[src/rtl/demux1to2_buffered_if.sv]
// ---------------------------------------------------------------------------
// demux1to2_buffered_if
// Purpose : bundles the data/handshake signals of demux1to2_buffered so the
//           block and its environment connect through one interface instance.
// Signals : d        - input data word
//           s        - route select (0 -> output 0, 1 -> output 1)
//           valid_in - d/s carry a word offered for transfer
//           ready_in - block accepts the offered word this cycle
//           y0, y1   - head word of FIFO 0 / FIFO 1 (zero when empty)
//           valid0/1 - corresponding FIFO non-empty
//           ready0/1 - downstream consumes the head word
// Modports: master - environment side (drives d, s, valid_in, ready0/1)
//           slave  - demux side (drives ready_in, y0/1, valid0/1)
// ---------------------------------------------------------------------------
interface demux1to2_buffered_if #(
    parameter int WIDTH = 8
);
    logic [WIDTH-1:0] d;
    logic             s;
    logic             valid_in;
    logic             ready_in;
    logic [WIDTH-1:0] y0;
    logic [WIDTH-1:0] y1;
    logic             valid0;
    logic             valid1;
    logic             ready0;
    logic             ready1;

    modport master (
        output d, s, valid_in, ready0, ready1,
        input  ready_in, y0, y1, valid0, valid1
    );

    modport slave (
        input  d, s, valid_in, ready0, ready1,
        output ready_in, y0, y1, valid0, valid1
    );
endinterface

[src/rtl/demux1to2_buffered.sv]
// ---------------------------------------------------------------------------
// demux1to2_buffered
// Purpose : 1-to-2 demultiplexer with a DEPTH-entry FIFO on each output.
//           An offered word is written into the FIFO chosen by s when that
//           FIFO is not full; each FIFO presents its head word on its own
//           valid/ready output.
// Params  : WIDTH - data width in bits (1..32)
//           DEPTH - entries per output FIFO (power of 2, 2..16)
// Ports   : clk        - rising-edge clock
//           rst        - asynchronous active-high reset
//           bus        - demux1to2_buffered_if.slave (d, s, valid_in,
//                        ready_in, y0/y1, valid0/valid1, ready0/ready1)
//           cnt0, cnt1 - 16-bit saturating delivered-word counters,
//                        present only when DEMUX_COUNT_EN is defined
// Config  : `define DEMUX_COUNT_EN to build the delivery counters.
// ---------------------------------------------------------------------------
module demux1to2_buffered #(
    parameter int WIDTH = 8,
    parameter int DEPTH = 4
) (
    input  logic                   clk,
    input  logic                   rst,
    demux1to2_buffered_if.slave    bus
`ifdef DEMUX_COUNT_EN
    ,
    output logic [15:0]            cnt0,
    output logic [15:0]            cnt1
`endif
);

    localparam int PTR_W = $clog2(DEPTH);
    localparam int CNT_W = PTR_W + 1;
    localparam logic [CNT_W-1:0] FULL_CNT = CNT_W'(DEPTH);

    logic [WIDTH-1:0] mem    [2][DEPTH];
    logic [PTR_W-1:0] wr_ptr [2];
    logic [PTR_W-1:0] rd_ptr [2];
    logic [CNT_W-1:0] count  [2];

    logic [1:0] full;
    logic [1:0] nonempty;
    logic [1:0] push;
    logic [1:0] pop;

    // Status and handshake decode. ready_in looks only at the occupancy of
    // the selected FIFO as stored, so a full FIFO refuses a word even in a
    // cycle where it is being popped: there is no pass-through path.
    always_comb begin
        full     = '0;
        nonempty = '0;
        for (int i = 0; i < 2; i++) begin
            full[i]     = (count[i] == FULL_CNT);
            nonempty[i] = (count[i] != '0);
        end
        push[0] = bus.valid_in & ~bus.s & ~full[0];
        push[1] = bus.valid_in &  bus.s & ~full[1];
        pop[0]  = nonempty[0] & bus.ready0;
        pop[1]  = nonempty[1] & bus.ready1;
    end

    // Outputs: the head word is forced to zero whenever its FIFO is empty so
    // stale storage never leaks onto y0/y1, including straight after reset.
    assign bus.ready_in = bus.s ? ~full[1] : ~full[0];
    assign bus.valid0   = nonempty[0];
    assign bus.valid1   = nonempty[1];
    assign bus.y0       = nonempty[0] ? mem[0][rd_ptr[0]] : '0;
    assign bus.y1       = nonempty[1] ? mem[1][rd_ptr[1]] : '0;

    // Pointer and occupancy bookkeeping. Pointers are PTR_W bits wide so they
    // wrap modulo DEPTH on their own. Reset clears everything asynchronously,
    // which also discards any buffered words since they become unreachable.
    always_ff @(posedge clk or posedge rst) begin
        if (rst) begin
            for (int i = 0; i < 2; i++) begin
                wr_ptr[i] <= '0;
                rd_ptr[i] <= '0;
                count[i]  <= '0;
            end
        end else begin
            for (int i = 0; i < 2; i++) begin
                if (push[i]) begin
                    wr_ptr[i] <= wr_ptr[i] + 1'b1;
                end
                if (pop[i]) begin
                    rd_ptr[i] <= rd_ptr[i] + 1'b1;
                end
                case ({push[i], pop[i]})
                    2'b10:   count[i] <= count[i] + 1'b1;
                    2'b01:   count[i] <= count[i] - 1'b1;
                    default: count[i] <= count[i];
                endcase
            end
        end
    end

    // Storage array. It carries no reset: occupancy alone decides which
    // entries are live, so the contents never need clearing.
    always_ff @(posedge clk) begin
        for (int i = 0; i < 2; i++) begin
            if (push[i]) begin
                mem[i][wr_ptr[i]] <= bus.d;
            end
        end
    end

`ifdef DEMUX_COUNT_EN
    // Delivery counters: one step per pop, holding at all-ones rather than
    // wrapping so a long run never reads back as a small count.
    always_ff @(posedge clk or posedge rst) begin
        if (rst) begin
            cnt0 <= '0;
            cnt1 <= '0;
        end else begin
            if (pop[0] && (cnt0 != 16'hFFFF)) begin
                cnt0 <= cnt0 + 16'd1;
            end
            if (pop[1] && (cnt1 != 16'hFFFF)) begin
                cnt1 <= cnt1 + 16'd1;
            end
        end
    end
`endif

endmodule

[src/flat_wrapper.sv]
// flat-port wrapper written by rule: the top's interface ports become plain ports
module demux1to2_buffered_flat 
#(
    parameter int WIDTH = 8,
    parameter int DEPTH = 4
)
  (clk, rst, bus_d, bus_s, bus_valid_in, bus_ready0, bus_ready1, bus_ready_in, bus_y0, bus_y1, bus_valid0, bus_valid1);
  demux1to2_buffered_if #(.WIDTH(WIDTH)) bus_i ();
  input  logic clk;
  input  logic rst;
  input wire logic [$bits(bus_i.d)-1:0] bus_d;
  input wire logic [$bits(bus_i.s)-1:0] bus_s;
  input wire logic [$bits(bus_i.valid_in)-1:0] bus_valid_in;
  input wire logic [$bits(bus_i.ready0)-1:0] bus_ready0;
  input wire logic [$bits(bus_i.ready1)-1:0] bus_ready1;
  output wire logic [$bits(bus_i.ready_in)-1:0] bus_ready_in;
  output wire logic [$bits(bus_i.y0)-1:0] bus_y0;
  output wire logic [$bits(bus_i.y1)-1:0] bus_y1;
  output wire logic [$bits(bus_i.valid0)-1:0] bus_valid0;
  output wire logic [$bits(bus_i.valid1)-1:0] bus_valid1;
  assign bus_i.d = bus_d;
  assign bus_i.s = bus_s;
  assign bus_i.valid_in = bus_valid_in;
  assign bus_i.ready0 = bus_ready0;
  assign bus_i.ready1 = bus_ready1;
  assign bus_ready_in = bus_i.ready_in;
  assign bus_y0 = bus_i.y0;
  assign bus_y1 = bus_i.y1;
  assign bus_valid0 = bus_i.valid0;
  assign bus_valid1 = bus_i.valid1;
  demux1to2_buffered #(.WIDTH(WIDTH), .DEPTH(DEPTH)) u_core (.clk(clk), .rst(rst), .bus(bus_i));
endmodule
[config.mk]
export PLATFORM = sky130hd
export DESIGN_NAME = demux1to2_buffered_flat
export DESIGN_NICKNAME = d
export VERILOG_FILES = /design/src/rtl/demux1to2_buffered_if.sv /design/src/rtl/demux1to2_buffered.sv /design/src/flat_wrapper.sv
export SDC_FILE = /design/constraint.sdc
export NUM_CORES = 1
export LEC_CHECK = 0
export ABC_AREA = 1
export CAP_MARGIN = 5
export CORE_UTILIZATION = 40
export DETAILED_ROUTE_END_ITERATION = 16
export HOLD_SLACK_MARGIN = 0.15
export PLACE_DENSITY = 0.69
export SLEW_MARGIN = 20
export SYNTH_ARGS = -nofsm -noshare
export SYNTH_HDL_FRONTEND = slang
export SYNTH_SLANG_ARGS = --single-unit
[constraint.sdc]
create_clock -name clk -period 3.4 [get_ports clk]
set_input_delay 0.34 -clock clk [delete_from_list [all_inputs] [get_ports clk]]
set_output_delay 0.34 -clock clk [all_outputs]
set_load 0.02 [all_outputs]
==> flow_summary.yaml <==
sta:
  worst-slew-pin-transition_ps: 832
  fin_skew_ps: 7.67
  final_hold_viol_count: 0
  rsz0062_at_grt: "false"
  fin_crit_sh_pct: 79.8
  finalMaxSlewViolations: 0
  setup_violations: 0
  max_freq_mhz: 369
  slew_headroom_pct: 44.3
  fin_crit_ps: 2710
  setup_tns_ps: 0
power_and_ir_drop:
  intPower_mw: 2.23
  p_sw_share_pct: 38.0
  ir_worst_vdd_mv: 0.311
  seqPwrFrac_pct: 38.4
  power_density_mw_per_mm2: 839
  pwr-share-clk_pct: 20.4
  pwr-share-comb_pct: 41.3
  leakagePower_nw: 1.95
  switchingPower_mw: 1.36
cells_and_area:
  layout.nets: 430
  syn2layout_area_growth_pct: 16.4
  layout_common_cells: "95 x inv_1, 91 x nand2_1, 64 x edfxtp_1"
  antennaDiodeCount: 0
  final_cells: 517
  drive_gt1_share_pct: 6.11
  nFillCells: 772
  final_common_cell: "inv_1"
routing:
  drc_errors: 4
  avgViaCountPerCell: 4.66
  drt_first_iter_violations: 135
  drtAntennaViolNets: 0
  firstDrtPassIters: 10
  dr_total_vias: 2407
  wire_per_inst_um: 12.4
  routed_wl_um: 6400
clock_tree:
  cts-root-buf: "clkbuf_8"
  htree_levels: 3
  cts_setup_buffers: 0
  cts_tree: "yes"
  postCtsHoldBufs: 0
  post_cts_resize_count: 0
  numCtsBuffers: 9
  clkTransAtPathRegs_ps: 80
  cts_buffer_depth: 2
  clkLatencyLatePin_ps: 340
  clock_sinks: 78
flow_run:
  drv_cap: 0
yosys:
  synth_compound_area_share_pct: 2.83
  synth_fp_nets: 395
  synth-xor-area-share_pct: 0.954
  ys_types: 21
  synth_top_area_share_pct: 52.3
  syn-cell-area_mm2: 0.00367
  ys_top_cells_by_area: "edfxtp_1 52%, inv_1 9.7%, dfrtp_1 9.5%"
  synth_top_cell_by_area: "edfxtp_1"
  ys_seq_elements: 78
  avgSynthCellArea_um2: 9.96
  seq_area_frac_synth_pct: 61.9
  synthAdderAreaFrac_pct: 4.50
  postSynthCellCount: 369
  synth_top_family_by_area: "simple AND/OR/NAND/NOR gates"
  muxShareOfSynthArea_pct: 0
  yosysWarnings: 0
  synth-simple-area-share_pct: 17.9
setup_path:
  cp_max_fo: 19
  worstSetupStartpointType: "register"
  crit_required_ps: 3060
  arrival_ps: 2370
  timing.rr.end: "u_core.count[2]"
  r2r_start: "u_core.count[1]"
  critPathKind: "register to output pin"
  cp-end-kind: "output pin"
  rrSetupSlack_ps: 1500
  r2r_cells: 11
floorplan:
  num_io_pins: 33
  die_w_um: 97.8
  core_area_mm2: 0.00881
  fp-row-count: 34
  die_h_um: 97.8
  start_util_pct: 41.7
  die_area_mm2: 0.00957
global_route:
  grt_max_degree: 20
  grt_first_pass_wirelength_um: 10600
  grt.total_usage_pct: 14.5
  antenna_found_initial: 0
  overflow: 0
  grt_pass1_vias: 2321
outcome:
  failed_checks: "DRC"
  status: "complete, but fails checks"
placement:
  place.detailed.hpwl_um: 4490
  dpl.cell_count: 501
  gp_congestion: 0.795
  port_buffers: 32
hold_path:
  min_path_type: "input pin to asynchronous set/reset pin"
[registers in the layout, indices dropped and copies added, names as in the netlist]
register       count
u_core.count       6
u_core.mem        64
u_core.rd_ptr      4
u_core.wr_ptr      4
[logic make-up after synthesis]
logic type	count (synthesis)
xor gates and xnor gates	4
DFF	78
AOI/OAI and AO/OA	20
buffers and inverters	106
adders and majority gates	12
and+or+nand+nor	149
[metrics by stage]
step	hold slack [ps]	util, %	power (mW)	instance area [um2]	setup slack, ps
after floorplan	229	-	2.38	3670	1570
after global placement	463	46.1	2.84	4060	1100
after detailed placement	471	46.1	2.88	4060	1090
after CTS	383	48.6	3.61	4280	704
after global routing	430	48.6	3.85	4280	518
final	372	48.6	3.59	4280	687
[metal layers]
metal  up-vias  wire length (um)  track usage, %
met5         -                 0               0
met4         0               168            8.16
met3        18               210            3.36
met2        44              3090            23.6
met1      1120              2930            17.8
li1       1225                 -               -
[critical path, stage by stage (launching register included)]
cell and delay, ps:
dfrtp_1 790, inv_4 200, nand2_1 100, nand3_1 70, a21oi_1 220, clkdlybuf4s50_1 640
[cell type report]
cell class / instances / area, um2 / area share, %
clock buffers: 10 / 128 / 2.99
clock inverters: 6 / 86.3 / 2.02
inverters: 98 / 373 / 8.72
multi-input cells: 185 / 961 / 22.5
flip-flops and latches: 78 / 2270 / 53.1
well taps: 108 / 135 / 3.16
repair buffers: 32 / 320 / 7.49
[how the worst max path moves through the flow]
stage | to | from | slack [ps] | depth (start not counted)
4_1_cts | bus_y0[3] | u_core.rd_ptr[2] | 700 | 5
6_report | bus_y0[3] | u_core.rd_ptr[2] | 690 | 5
5_1_grt | bus_y0[6] | u_core.rd_ptr[2] | 520 | 5
3_5_place_dp | bus_y0[3] | u_core.rd_ptr[2] | 1090 | 5
2_1_floorplan | u_core.count[4] | u_core.count[3] | 1570 | 8
3_3_place_gp | bus_y0[2] | u_core.rd_ptr[2] | 1100 | 5
[Yosys cell counts (all sizes together)]
master  instances
inv            98
nand2          93
edfxtp         64
nand3          42
a21oi          16
dfrtp          14
ha             10
buf             8
nor2            8
nand4           6
o21ai           4
xnor2           4
fa              2
[power groups by stage]
stage | Clock (mW) | Combinational (mW) | Sequential (mW)
6_report | 0.730 | 1.48 | 1.38
5_1_grt | 0.797 | 1.65 | 1.40
3_5_place_dp | 0 | 1.49 | 1.39
2_1_floorplan | 0 | 1.10 | 1.28
4_1_cts | 0.745 | 1.50 | 1.37
3_3_place_gp | 0 | 1.46 | 1.39
(Power assumes the default switching activity.)
==> variant: new RTL, config.mk and constraints unchanged <==
`WIDTH` is set to 8 in 3 places; all go to 6.
--- a/src/rtl/demux1to2_buffered_if.sv
+++ b/src/rtl/demux1to2_buffered_if.sv
@@ -14,5 +14,5 @@
 // ---------------------------------------------------------------------------
 interface demux1to2_buffered_if #(
-    parameter int WIDTH = 8
+    parameter int WIDTH = 6
 );
     logic [WIDTH-1:0] d;
--- a/src/rtl/demux1to2_buffered.sv
+++ b/src/rtl/demux1to2_buffered.sv
@@ -16,5 +16,5 @@
 // ---------------------------------------------------------------------------
 module demux1to2_buffered #(
-    parameter int WIDTH = 8,
+    parameter int WIDTH = 6,
     parameter int DEPTH = 4
 ) (
--- a/src/flat_wrapper.sv
+++ b/src/flat_wrapper.sv
@@ -2,5 +2,5 @@
 module demux1to2_buffered_flat 
 #(
-    parameter int WIDTH = 8,
+    parameter int WIDTH = 6,
     parameter int DEPTH = 4
 )
Ports: changed (resized bus_d, bus_y0 and bus_y1); port bits go from 33 to 27. No check against the original RTL was run, so the function may have changed too.
==> variant against the unedited design <==
  * Synthesized area is 18% lower
  * Power decreased by 19%
  * Routed wire length shrank 18%
  * Worst setup slack improved by 230 ps
  * Critical path depth stayed put
  * Fmax rose by 9.3%
  * Non-clock buffer count decreased by 6
  * Sequential cell count shrank 16
  * Final area down 18%
  * Largest power group unchanged
==> variant: results (changes against the unedited design) <==
Parameter                              Value

Status
  Run status    complete, no violations (was complete, but fails checks)

GRT
  Antenna violations before repair    0 (unchanged)
  Overall Global Routing Usage    15.2% (was 14.5%)
  Maximum number of pins on one net before global-route repair    16 (was 20)
  Global-route wire length before repair    8.64 mm (was 10.6 mm)
  Via count of the first global-routing pass    1909 (was 2321)

STA
  Final hold slack    372 ps (about the same)
  Worst slew slack as a fraction of its limit    58.0% (was 44.3%)
  Setup Skew    6.90 ps (was 7.67 ps)

Yosys
  Number of synthesized flops with an enable pin    48 (was 64)
  Async SR Flop Fraction    22.6% (was 17.9%)
  Top cell types by occurrence after synthesis    80 x inv_1, 76 x nand2_1, 48 x edfxtp_1 (was 95 x inv_1, 91 x nand2_1, 64 x edfxtp_1)
  Adder and majority gate portion of the synthesized area    5.50% (was 4.50%)
  Sequential fraction of the synthesis area    59.6% (was 61.9%)
  Cells taking the most area after synthesis    edfxtp_1 48%, dfrtp_1 12%, inv_1 10% (was edfxtp_1 52%, inv_1 9.7%, dfrtp_1 9.5%)
  Number of instances in the synthesized netlist    309 (was 369)
  Xor and xnor fraction of the mapped netlist area    1.17% (was 0.954%)
  Synthesized-area fraction occupied by ao, oa, aoi and oai cells    2.79% (was 2.83%)

Power
  Max VDD drop    0.000285 V (was 0.000311 V)
  Internal power contribution    1800 µW (was 2230 µW)
  Leakage    0.00161 µW (was 0.00195 µW)

Worst setup path
  Data arrival time at the worst-slack endpoint    2140 ps (was 2370 ps)
  Cell count of the worst reg-to-reg path    10 (was 11)
  Setup slack of the most critical reg-to-reg path    1530 ps (was 1500 ps)
  Largest fanout of any net on the critical path    15 (was 19)
  Largest stage delay, worst path    670 ps (was 790 ps)
  Start of the worst register-to-register path    u_core.count[0] (was u_core.count[1])

Layout
  Number of flip-flops under the largest register name    48 (was 64)
  Layout Cell Area excl Fill    0.00349 mm² (was 0.00428 mm²)
  Share of layout cells above drive strength 1    5.25% (was 6.11%)
  Final nets    362 (was 430)

Detailed routing
  Post-DR wirelength/cell    11.8 µm (was 12.4 µm)
  Number of DRC markers after the initial detailed-route iteration    188 (was 135)
  Total via count after detailed routing    1986 (was 2407)
  WL final    5.22 mm (was 6.40 mm)

Placed design
  Pre-CTS worst setup slack    1210 ps (was 1090 ps)
  Number of buffer cells added on primary ports    26 (was 32)
  Total instance count after detailed placement    426 (was 501)
  Post-detailed-placement cell area    0.00331 mm² (was 0.00406 mm²)
  Placer's final routability congestion estimate    0.802 (was 0.795)
  HPWL after DPL    3.78 mm (was 4.49 mm)

Clocking
  Number of levels in the clock H-tree    3 (unchanged)
  Worst-path clk slew    ~70 ps
  Clock buffers created by TritonCTS    9 (unchanged)
-- variant: changes by cell type in the layout (fill, tap and decap cells not counted), sizes merged --
cell           delta
nand3             -8
nand2            -16
clkbuf            +1
clkdlybuf4s50     -6
a21oi             -4
inv              -16
edfxtp           -16
bufinv            -1
-- variant: layout make-up --
| type | count | area, µm² |
|---|---|---|
| Fill cell | 683 | 3760 |
| Sequential cell | 62 | 1790 |
| Multi-Input combinational cell | 157 | 823 |
| Inverter | 82 | 313 |
| Clock buffer | 11 | 131 |
| Timing Repair Buffer | 26 | 260 |
| Tap cell | 99 | 124 |
| Clock inverter | 5 | 50.0 |
-- variant: critical path: cells and delay by family (launching register included) --
kind                   cells  cell delay (ps)
and+or+nand+nor            2              170
DFF                        1              670
AOI/OAI and AO/OA          1              190
buffers and inverters      2              780
-- variant: how the worst max path moves through the flow --
stage | slack [ps] | startpoint | to
after global routing | 730 | u_core.rd_ptr[2] | bus_y0[4]
after global placement | 1230 | bus_s | u_core.count[5]
final | 920 | u_core.rd_ptr[0] | bus_y1[4]
after CTS | 890 | u_core.rd_ptr[0] | bus_y1[4]
after floorplan | 1570 | u_core.count[0] | u_core.count[1]
after detailed placement | 1210 | bus_s | u_core.count[5]
-- variant: routing by layer --
metal | vias up | wire length [µm] | track usage (%)
li1 | 1021 | - | -
met1 | 918 | 2370 | 18.5
met2 | 32 | 2560 | 24.4
met3 | 15 | 118 | 3.45
met4 | 0 | 165 | 9.53
met5 | - | 0 | 0
-- variant: power by group through the flow --
stage	combinational, µW	sequential [µW]	clock, µW
after floorplan	943	1030	0
after global placement	1200	1120	0
after detailed placement	1210	1120	0
after CTS	1220	1110	605
after global routing	1350	1130	638
final	1210	1110	595
